$ cat src/rtl/saturn_alu_sequencer.sv
// Nibble-serial sequencer for the Saturn ALU: walks begin..end (mod NIBBLES),
// chains the carry between nibbles and streams each result nibble to the register file.
module saturn_alu_sequencer #(
  parameter  int NIBBLES = 16,
  localparam int PW      = $clog2(NIBBLES)
) (
  input  logic          i_clk,
  input  logic          i_reset,
  input  logic          i_clk_en,
  input  logic          i_start,
  input  logic          i_abort,
  input  logic [4:0]    i_opcode,
  input  logic [PW-1:0] i_ptr_begin,
  input  logic [PW-1:0] i_ptr_end,
  input  logic          i_carry_in,
  input  logic [3:0]    i_calc_res_1_val,
  input  logic          i_calc_carry,
  output logic          o_busy,
  output logic [4:0]    o_alu_opcode,
  output logic          o_run,
  output logic          o_done,
  output logic [PW-1:0] o_calc_pos,
  output logic          o_prep_carry,
  output logic          o_wr_en,
  output logic [PW-1:0] o_wr_pos,
  output logic [3:0]    o_wr_val,
  output logic          o_carry_out,
  output logic          o_finish
);

  typedef enum logic [1:0] {
    S_IDLE = 2'd0,
    S_RUN  = 2'd1,
    S_DONE = 2'd2
  } state_t;

  state_t        state, state_nx;
  logic [4:0]    opcode_q;
  logic [PW-1:0] pos_q, end_q, pos_inc;
  logic          carry_q, cout_q;
  logic          accept, last;

  assign accept  = i_clk_en & i_start & ~i_abort;
  assign last    = (pos_q == end_q);
  assign pos_inc = (pos_q == PW'(NIBBLES - 1)) ? '0 : pos_q + 1'b1;

  always_ff @(posedge i_clk or negedge i_reset) begin
    if (!i_reset) state <= S_IDLE;
    else          state <= state_nx;
  end

  always_comb begin
    state_nx = state;
    o_busy   = 1'b0;
    o_run    = 1'b0;
    o_done   = 1'b0;
    o_wr_en  = 1'b0;
    o_wr_pos = '0;
    o_wr_val = '0;
    o_finish = 1'b0;
    case (state)
      S_IDLE: begin
        if (accept) state_nx = S_RUN;
      end
      S_RUN: begin
        o_busy   = 1'b1;
        o_run    = 1'b1;
        o_wr_en  = i_clk_en;
        o_wr_pos = pos_q;
        o_wr_val = i_calc_res_1_val;
        if (i_clk_en) begin
          if (i_abort)   state_nx = S_IDLE;
          else if (last) state_nx = S_DONE;
        end
      end
      S_DONE: begin
        o_busy   = 1'b1;
        o_run    = 1'b1;
        o_done   = 1'b1;
        // an abort landing on the DONE cycle suppresses completion
        o_finish = i_clk_en & ~i_abort;
        if (i_clk_en) state_nx = S_IDLE;
      end
      default: state_nx = S_IDLE;
    endcase
  end

  always_ff @(posedge i_clk or negedge i_reset) begin
    if (!i_reset) begin
      opcode_q <= '0;
      pos_q    <= '0;
      end_q    <= '0;
      carry_q  <= 1'b0;
      cout_q   <= 1'b0;
    end else if (i_clk_en) begin
      case (state)
        S_IDLE: begin
          if (accept) begin
            opcode_q <= i_opcode;
            pos_q    <= i_ptr_begin;
            end_q    <= i_ptr_end;
            carry_q  <= i_carry_in;
          end
        end
        S_RUN: begin
          carry_q <= i_calc_carry;
          if (!i_abort && !last) pos_q <= pos_inc;
        end
        S_DONE: begin
          if (!i_abort) cout_q <= carry_q;
        end
        default: ;
      endcase
    end
  end

  assign o_alu_opcode = opcode_q;
  assign o_calc_pos   = pos_q;
  assign o_prep_carry = carry_q;
  assign o_carry_out  = cout_q;

endmodule

$ cat config.mk
export PLATFORM = sky130hd
export DESIGN_NAME = saturn_alu_sequencer
export DESIGN_NICKNAME = d
export VERILOG_FILES = /design/src/rtl/saturn_alu_sequencer.sv
export SDC_FILE = /design/constraint.sdc
export NUM_CORES = 1
export LEC_CHECK = 0
export CORE_MARGIN = 2
export CORE_UTILIZATION = 35
export CTS_BUF_LIST = sky130_fd_sc_hd__clkbuf_4
export DETAILED_ROUTE_END_ITERATION = 7
export PLACE_DENSITY = 0.7
export SKIP_LAST_GASP = 1
export SLEW_MARGIN = 20
export SYNTH_ARGS = -nofsm -noshare
export SYNTH_HDL_FRONTEND = slang
export SYNTH_SLANG_ARGS = --single-unit
$ cat constraint.sdc
create_clock -name i_clk -period 2.3 [get_ports i_clk]
set_clock_uncertainty 0.1 [all_clocks]
set_input_delay 0.46 -clock i_clk [delete_from_list [all_inputs] [get_ports i_clk]]
set_output_delay 0.46 -clock i_clk [all_outputs]
set_load 0.02 [all_outputs]
# Word-level counts from Yosys, hierarchy flattened
# Index checks and enable logic that the tools add are counted.
[word_totals]
regBits = 17
inputBits = 24
[classes]
eq_ne = 9
n_reduce_logical = 11
n_addsub = 1
muxes = 18
bitwise_logic = 4
[op_table]
columns = ["op", "count"]
rows = [
  ["4-bit 2-to-1 mux", 5],
  ["2-bit 2-to-1 mux", 5],
  ["3-bit AND reduction", 3],
  ["2-bit inequality test (second input constant)", 4],
  ["4-bit case mux with 2 select lines", 1],
  ["4-bit AND reduction", 2],
  ["2-bit case mux with 3 select lines", 1],
  ["1-bit 2-to-1 mux", 5],
  ["4-bit by 1-bit adder with 4-bit output (second input constant)", 1],
  ["4-bit == test", 1],
  ["4-bit == test (second input constant)", 1],
  ["1-bit AND", 3],
  ["3-bit inequality test (second input constant)", 1],
  ["2-bit by 1-bit == test with 1-bit output (second input constant)", 1],
  ["2-bit == test (second input constant)", 1],
  ["1-bit logical NOT", 2],
  ["2-bit logical NOT", 1],
  ["1-bit case mux with 2 select lines", 1],
  ["2-bit nonzero test", 1],
  ["2-bit OR reduction", 1],
  ["1-bit logical AND", 1],
  ["1-bit NOT", 1],
]

# Longest topological paths before layout
# Gate-level depths: netlist (run 1).
[depth]
ltp_word = 5
ltp_mapped = 7
mapped_depth_nobuf = 6

# Least setup slack after synthesis (run 1)
# No wires, ideal clock.
[synth_timing]
path_kind = "reg2out"
start = "register state[1]"
end = "output o_wr_en"
required_ns = 1.740
slack_ns = 0.378
stages_incl_launch_ff = 6
t_arrival_ns = 1.362
n_path_buf = 2
cell_sequence = "dfrtp_1 -> inv_1 -> ha_1 -> clkbuf_1 -> clkbuf_1 -> and2_1"
[synth_between]
elab_chain_cells = 2
[synth_rtl]
columns = ["element", "line_no", "source"]
rows = [
  ["from (decl)", "37", "state_t state, state_nx;"],
  ["from (signal assigned)", "49", "else state <= state_nx;"],
  ["2-bit by 1-bit == test with 1-bit output", "61", "case (state)"],
  ["1-bit 2-to-1 mux", "61", ""],
  ["to (decl)", "24", "output logic o_wr_en,"],
]
# Every way passes these cells.

# Final worst setup path (run 1)
[layout_timing]
start = "register state[0]"
end = "output o_done"
[layout_between]
elab_chain_cells = 2
[layout_rtl]
columns = ["element", "line_no", "source"]
rows = [
  ["2-bit == test", "61", ""],
  ["1-bit 2-to-1 mux", "61", ""],
  ["to (decl)", "21", "output logic o_done,"],
]
# Every way passes these cells.

==> metrics, run 1 <==
status=complete, no violations; synth warn=0; Worst Path Max Fanout=3; postcts setup bufs=0; num rows=19; via density per instance=5.10; Fillers=257; #FFs+latches synth=17; CP endpoint kind=output port; Root Buffer=clkbuf_4; fraction of layout cells with a size suffix above 1=21.4%; Critical path destination=o_done; EDFF count, synth=0; Critical Path AT=1.63 ns; actual slew at the worst max-slew pin=0.403 ns; Slew Limit Fails=0; DRC violations left=0; Final Hold Vio Count=0; Pwr Total=2.23 mW; Setup Viol. Count Final=0; required time of the critical path=1.74 ns; Synth Instances=92; share of power burned in registers=26.7%; placer's final routability congestion estimate=0.760; ys async rst share=100%; PD cells=1400 nW/um^2; Core ar.=2760 sq um; routed vias=897; Seq/Total Area, Yosys=41.5%; die height=58.1 microns; first-pass GRT wire length=3940 microns; CTS max path bufs=2; R2R Path End=o_calc_pos[1]$_DFFE_PN0P_; clock sinks=17; routed length per instance=13.3 microns; CTS H-tree lvls=1; Int Pwr=1.26 mW; hold_ws=0.392 ns; Placed Area=1560 sq um; Post-DRT Antenna Nets=0; GRT Total Usage=14.9%; die area=3380 sq um; Synth Flop Type=dfrtp_1; switching share of power=43.6%; Buffers on Ports=47; Switch Pwr=0.973 mW; P&R area growth vs syn=55.9%; die width=58.1 microns; antenna violations before repair=0; Register-to-Register Path Depth=7; Antenna diodes=0; clock transition at the registers of the reported paths=0.10 ns; Yosys cell types=37; leakage power=0.742 nW; Final #Nets=174; r2r setup slk=0.18 ns; dpl hpwl=1890 microns; Clk pwr share=7.5%; Initial Util=37.2%; Ports=48; Critical Path Start Type=register; Util after Layout=57.9%; worst hold-check path type=input pin to async pin; Avg Inst Size Synth=11.1 sq um; drt first pass iters=4; Tcrit/Tclk final=95.4%; CTS Buf Count=3; max_cap viols=0; VDD IR max=0.781 mV; logic gate share of total power=65.8%; f_max=456 MHz; TritonCTS clock tree=done; vias in the first global route=884; Clock Latency Late Sink=0.28 ns; Multi-input gate area=569 sq um; largest net degree at the start of global routing=18; min Tclk post-route=2.19 ns; register area=425 sq um; RSZ-0062 raised after global routing=no; Post-Syn Area=1020 sq um; DRT Wirelength=2350 microns; Setup CP Type=register to output port; reg2reg start=state[1]$_DFFE_PN0P_; global route overflow=0; initial DRC count=22; Max-slew headroom=73.0%; syn nets=120; post-layout instance area=1600 sq um; Critical Path Start=state[0]$_DFFE_PN0P_
==> critical path, stage by stage (launching register included) <==
cell	delay, ns
dfrtp_1	0.42
inv_1	0.12
ha_1	0.20
clkdlybuf4s50_1	0.61
==> cell usage in the layout, fill, tap and decap left out, types with 2 or more instances in the layout <==
cell and n:
dfrtp_1 17, buf_4 6, inv_1 6, dlygate4sd2_1 9, nand2b_1 2, mux2_1 2
nor2b_1 2, mux2_2 13, o21ai_0 3, a21oi_1 2, clkbuf_4 4, nor2_1 2
and2_1 8, xor2_1 4, dlymetal6s2s_1 3, nand2_1 2, ha_1 3, clkdlybuf4s50_1 35
==> per-stage QoR <==
step	setup WS (ns)	setup TNS, ns	instances
2_1_floorplan	0.378	0	92
3_3_place_gp	0.0279	0	172
3_5_place_dp	-0.0190	-0.0365	172
4_1_cts	-0.0365	-0.0365	176
5_1_grt	0.0192	0	176
6_report	0.105	0	176
==> worst min path at each step <==
stage                                  endpoint  slack, ns
floorplan                  end_q[0]$_DFFE_PN0P_       0.06
CTS                 o_alu_opcode[0]$_DFFE_PN0P_       0.39
global placement    o_alu_opcode[3]$_DFFE_PN0P_       0.39
finish              o_alu_opcode[3]$_DFFE_PN0P_       0.39
global route        o_alu_opcode[3]$_DFFE_PN0P_       0.40
detailed placement  o_alu_opcode[0]$_DFFE_PN0P_       0.40
==> logic make-up (layout without fill, tap and decap cells) <==
| family | Yosys count | count (layout) | synth area share, % |
|---|---|---|---|
| AND/OR/NAND/NOR | 25 | 25 | 15.1 |
| XOR/XNOR | 4 | 4 | 3.42 |
| adder cells (fa/ha/maj) | 4 | 4 | 4.88 |
| multiplexers | 16 | 16 | 17.5 |
| buffers and inverters | 10 | 63 | 4.15 |
| AO/OA/AOI/OAI | 16 | 16 | 13.4 |
| flip-flops | 17 | 17 | 41.5 |
==> cells in the mapped netlist, types with 2 or more instances <==
library cell	number	share of area (%)
mux2_2	13	14
and2_1	8	4.9
nor2b_1	2	1.2
dfrtp_1	17	42
nor2_1	2	0.73
o21ai_0	3	1.5
a21oi_1	2	0.98
ha_1	4	4.9
mux2_1	2	2.2
xor2_1	4	3.4
nand2_1	2	0.73
nand2b_1	2	1.2
inv_1	6	2.2
clkbuf_1	2	0.73
==> sequential cells by signal, summed over array words and instances, names as in the netlist <==
signal        flops
state             2
o_prep_carry      1
o_calc_pos        4
o_carry_out       1
o_alu_opcode      5
end_q             4
==> power by group through the flow <==
stage / clock [mW] / sequential, mW / combinational, mW
6_report: 0.168 / 0.596 / 1.47
2_1_floorplan: 0 / 0.687 / 0.831
4_1_cts: 0.179 / 0.599 / 1.50
3_3_place_gp: 0 / 0.594 / 1.49
5_1_grt: 0.195 / 0.624 / 1.59
3_5_place_dp: 0 / 0.601 / 1.52
==> layout make-up <==
cell class / count / share of cell area [%]
inverter: 6 / 1.41
sequential: 17 / 26.6
clock buffer: 4 / 1.88
tap: 31 / 2.43
timing repair buffer: 53 / 32.0
multi-input combinational: 65 / 35.6
==> metal layers <==
layer	GRT usage [%]	vias up	routed length (microns)	part of all wire [%]
li1	-	434	-	-
met1	17.0	422	929	40
met2	27.4	41	1180	50
met3	4.46	0	235	10
met4	2.99	0	0	0
met5	0	-	0	0
==> what timing repair did <==
item,4_1_cts,5_1_grt
setup endpoints to repair,12,3
hold buffers,0,0
gates cloned,0,0
resized for setup,11,3
No activity file was read; power rests on OpenSTA's default activity.
==> run 2, diff against run 1 <==
--- a/config.mk
+++ b/config.mk
@@ -6,10 +6,11 @@
 export NUM_CORES = 1
 export LEC_CHECK = 0
 export CORE_MARGIN = 2
-export CORE_UTILIZATION = 35
+export CORE_UTILIZATION = 38
 export CTS_BUF_LIST = sky130_fd_sc_hd__clkbuf_4
 export DETAILED_ROUTE_END_ITERATION = 7
-export PLACE_DENSITY = 0.7
+export HOLD_SLACK_MARGIN = 0.1
+export PLACE_DENSITY = 0.78
 export SKIP_LAST_GASP = 1
 export SLEW_MARGIN = 20
 export SYNTH_ARGS = -nofsm -noshare
==> constraint.sdc (replaced) <==
create_clock -name i_clk -period 1.9 [get_ports i_clk]
set_clock_uncertainty 0.1 [all_clocks]
set_input_delay 0.38 -clock i_clk [delete_from_list [all_inputs] [get_ports i_clk]]
set_output_delay 0.38 -clock i_clk [all_outputs]
set_load 0.02 [all_outputs]
==> run 2 against run 1 <==
  * Register-to-register slack lost 0.11 ns
  * Total power grew 28%
  * Count of clock-buffer cells in the layout shrank 1
  * Sequential share of layout area shrank 1.3 points
  * Critical path depth grew 1
  * Critical endpoint is now o_wr_pos[0]
  * Flip-flop and latch count is the same
  * Largest cell class is now non-clock buffers
  * Cell area grew 5.7%
  * Sequential power grew 19%
  * Highest routed layer is now met4
==> metrics, run 2 (synthesis results as in run 1) <==
CTS Hold Buffers Added=0; Core ar.=2520 sq um; most frequent cells in the layout=clkdlybuf4s50_1 (32), buf_4 (18), dfrtp_1 (15); Clock Latency Late Sink=0.28 ns; CP peak stage delay=0.39 ns; vias in the first global route=942; first-pass GRT wire length=4170 microns; num rows=18; Antenna diodes=0; commonest non-fill, non-tap cell in the layout=clkdlybuf4s50_1; worst hold-check path type=input pin to async pin; actual slew at the worst max-slew pin=0.375 ns; Ports=48; Final Hold Vio Count=0; clock transition at the registers of the reported paths=0.10 ns; GRT Total Usage=16.3%; Cell Count, Final, Fillers Out=187; Fillers=216; via density per instance=5.10; max FFs per register=5; Critical Path Start=state[1]$_DFFE_PN0P_; CTS H-tree lvls=1; DRT Wirelength=2520 microns; drt first pass iters=2; Post-DRT Antenna Nets=0; Critical Path Start Type=register; min Tclk post-route=1.86 ns; routed vias=953; placer's final routability congestion estimate=0.791; critical path cell sequence=inv_1, ha_4, and2_1, clkdlybuf4s15_2; leakage power=0.749 nW; Root Buffer=clkbuf_4; Setup Viol. Count Final=0; Slew Limit Fails=0; PD cells=1690 nW/um^2; Placed Area=1630 sq um; Multi-input gate area=586 sq um; Max-slew headroom=74.9%; Buffers on Ports=47; antenna violations before repair=0; largest net degree at the start of global routing=18; register area=428 sq um; RSZ-0062 raised after global routing=yes; max_cap viols=0; die width=55.9 microns; CP top delay family=flip-flops; fraction of layout cells with a size suffix above 1=38.9%; DP Cell Count=180; status=complete, no violations; Tcrit/Tclk final=98.0%; CTS Buf Count=3; VDD IR max=1.21 mV; die height=55.9 microns; Critical Path AT=1.38 ns; Final #Nets=186; dpl hpwl=1980 microns; reg2reg start=state[1]$_DFFE_PN0P_; slowest CP cell=dfrtp_1; global route overflow=0; Buf+Inv Stages, Crit Path=2; clock sinks=17; die area=3130 sq um; CTS max path bufs=2; post-layout instance area=1690 sq um; DRC violations left=0; TritonCTS clock tree=done; Worst Path Max Fanout=13; Setup CP Type=register to output port; routed length per instance=13.5 microns; required time of the critical path=1.42 ns; Initial Util=40.6%; P&R area growth vs syn=64.8%; f_max=537 MHz; initial DRC count=4; CP endpoint kind=output port
-- run 2: cell count changes in the layout (fill, tap and decap cells not counted), moves of 3 or more --
cell,before,now
clkdlybuf4s50_1,35,32
buf_2,0,3
clkdlybuf4s15_2,0,8
dlygate4sd2_1,9,2
buf_4,6,18
dlymetal6s2s_1,3,0
-- run 2: area by class of cell --
type,instances,area share [%]
Clock buffer,3,1.33
Clock inverter,1,0.296
Inverter,6,1.33
Multi-Input combinational cell,65,34.7
Sequential cell,17,25.3
Tap cell,30,2.22
Timing Repair Buffer,65,34.8
-- run 2: stage by stage --
step | setup TNS, ns | setup slack [ns] | total power [mW] | hold slack (ns) | utilization (%)
CTS | -0.0627 | -0.0378 | 2.88 | 0.304 | 67.0
global placement | -3.12 | -0.215 | 2.60 | 0.392 | 64.4
floorplan | 0 | 0.0584 | 1.84 | -0.0156 | -
detailed placement | -4.13 | -0.263 | 2.66 | 0.396 | 64.4
global route | -0.232 | -0.0346 | 3.06 | 0.309 | 67.0
finish | 0 | 0.0388 | 2.85 | 0.303 | 67.0
-- run 2: layer usage --
layer | global-route usage, % | routed length (microns)
met1 | 20.2 | 1000
met5 | 0 | 0
met2 | 29.4 | 1320
met3 | 3.02 | 166
met4 | 3.74 | 31
-- run 2: path summary, 6_finish.rpt --
kind,end,slack (ns),cells after the start
max,o_wr_pos[0],0.04,4
min in group i_clk,o_alu_opcode[1]$_DFFE_PN0P_,0.42,1
max in group asynchronous,o_calc_pos[2]$_DFFE_PN0P_,1.20,2
min reg2reg,o_alu_opcode[1]$_DFFE_PN0P_,0.42,1
max reg2reg,o_calc_pos[3]$_DFFE_PN0P_,0.07,8
min,end_q[2]$_DFFE_PN0P_,0.30,2
-- run 2: timing repair --
item | 4_1_cts | 5_1_grt
resized for setup | 44 | 9
pin swaps | 1 | 1
setup buffers | 2 | 1
endpoints found under the setup margin | 21 | 27
-- run 2: where the power goes --
part / leakage [nW] / switching [mW] / internal, mW
clock network: 0.0177 / 0.115 / 0.0780
registers: 0.203 / 0.159 / 0.549
logic: 0.528 / 0.974 / 0.980
total: 0.749 / 1.25 / 1.61
==> run 3, diff against run 2 <==
--- a/config.mk
+++ b/config.mk
@@ -12,7 +12,6 @@
 export HOLD_SLACK_MARGIN = 0.1
 export PLACE_DENSITY = 0.78
 export SKIP_LAST_GASP = 1
-export SLEW_MARGIN = 20
 export SYNTH_ARGS = -nofsm -noshare
 export SYNTH_HDL_FRONTEND = slang
 export SYNTH_SLANG_ARGS = --single-unit
==> results of run 3 <==
The final DEF is identical to that of run 2; final timing and power are the same.
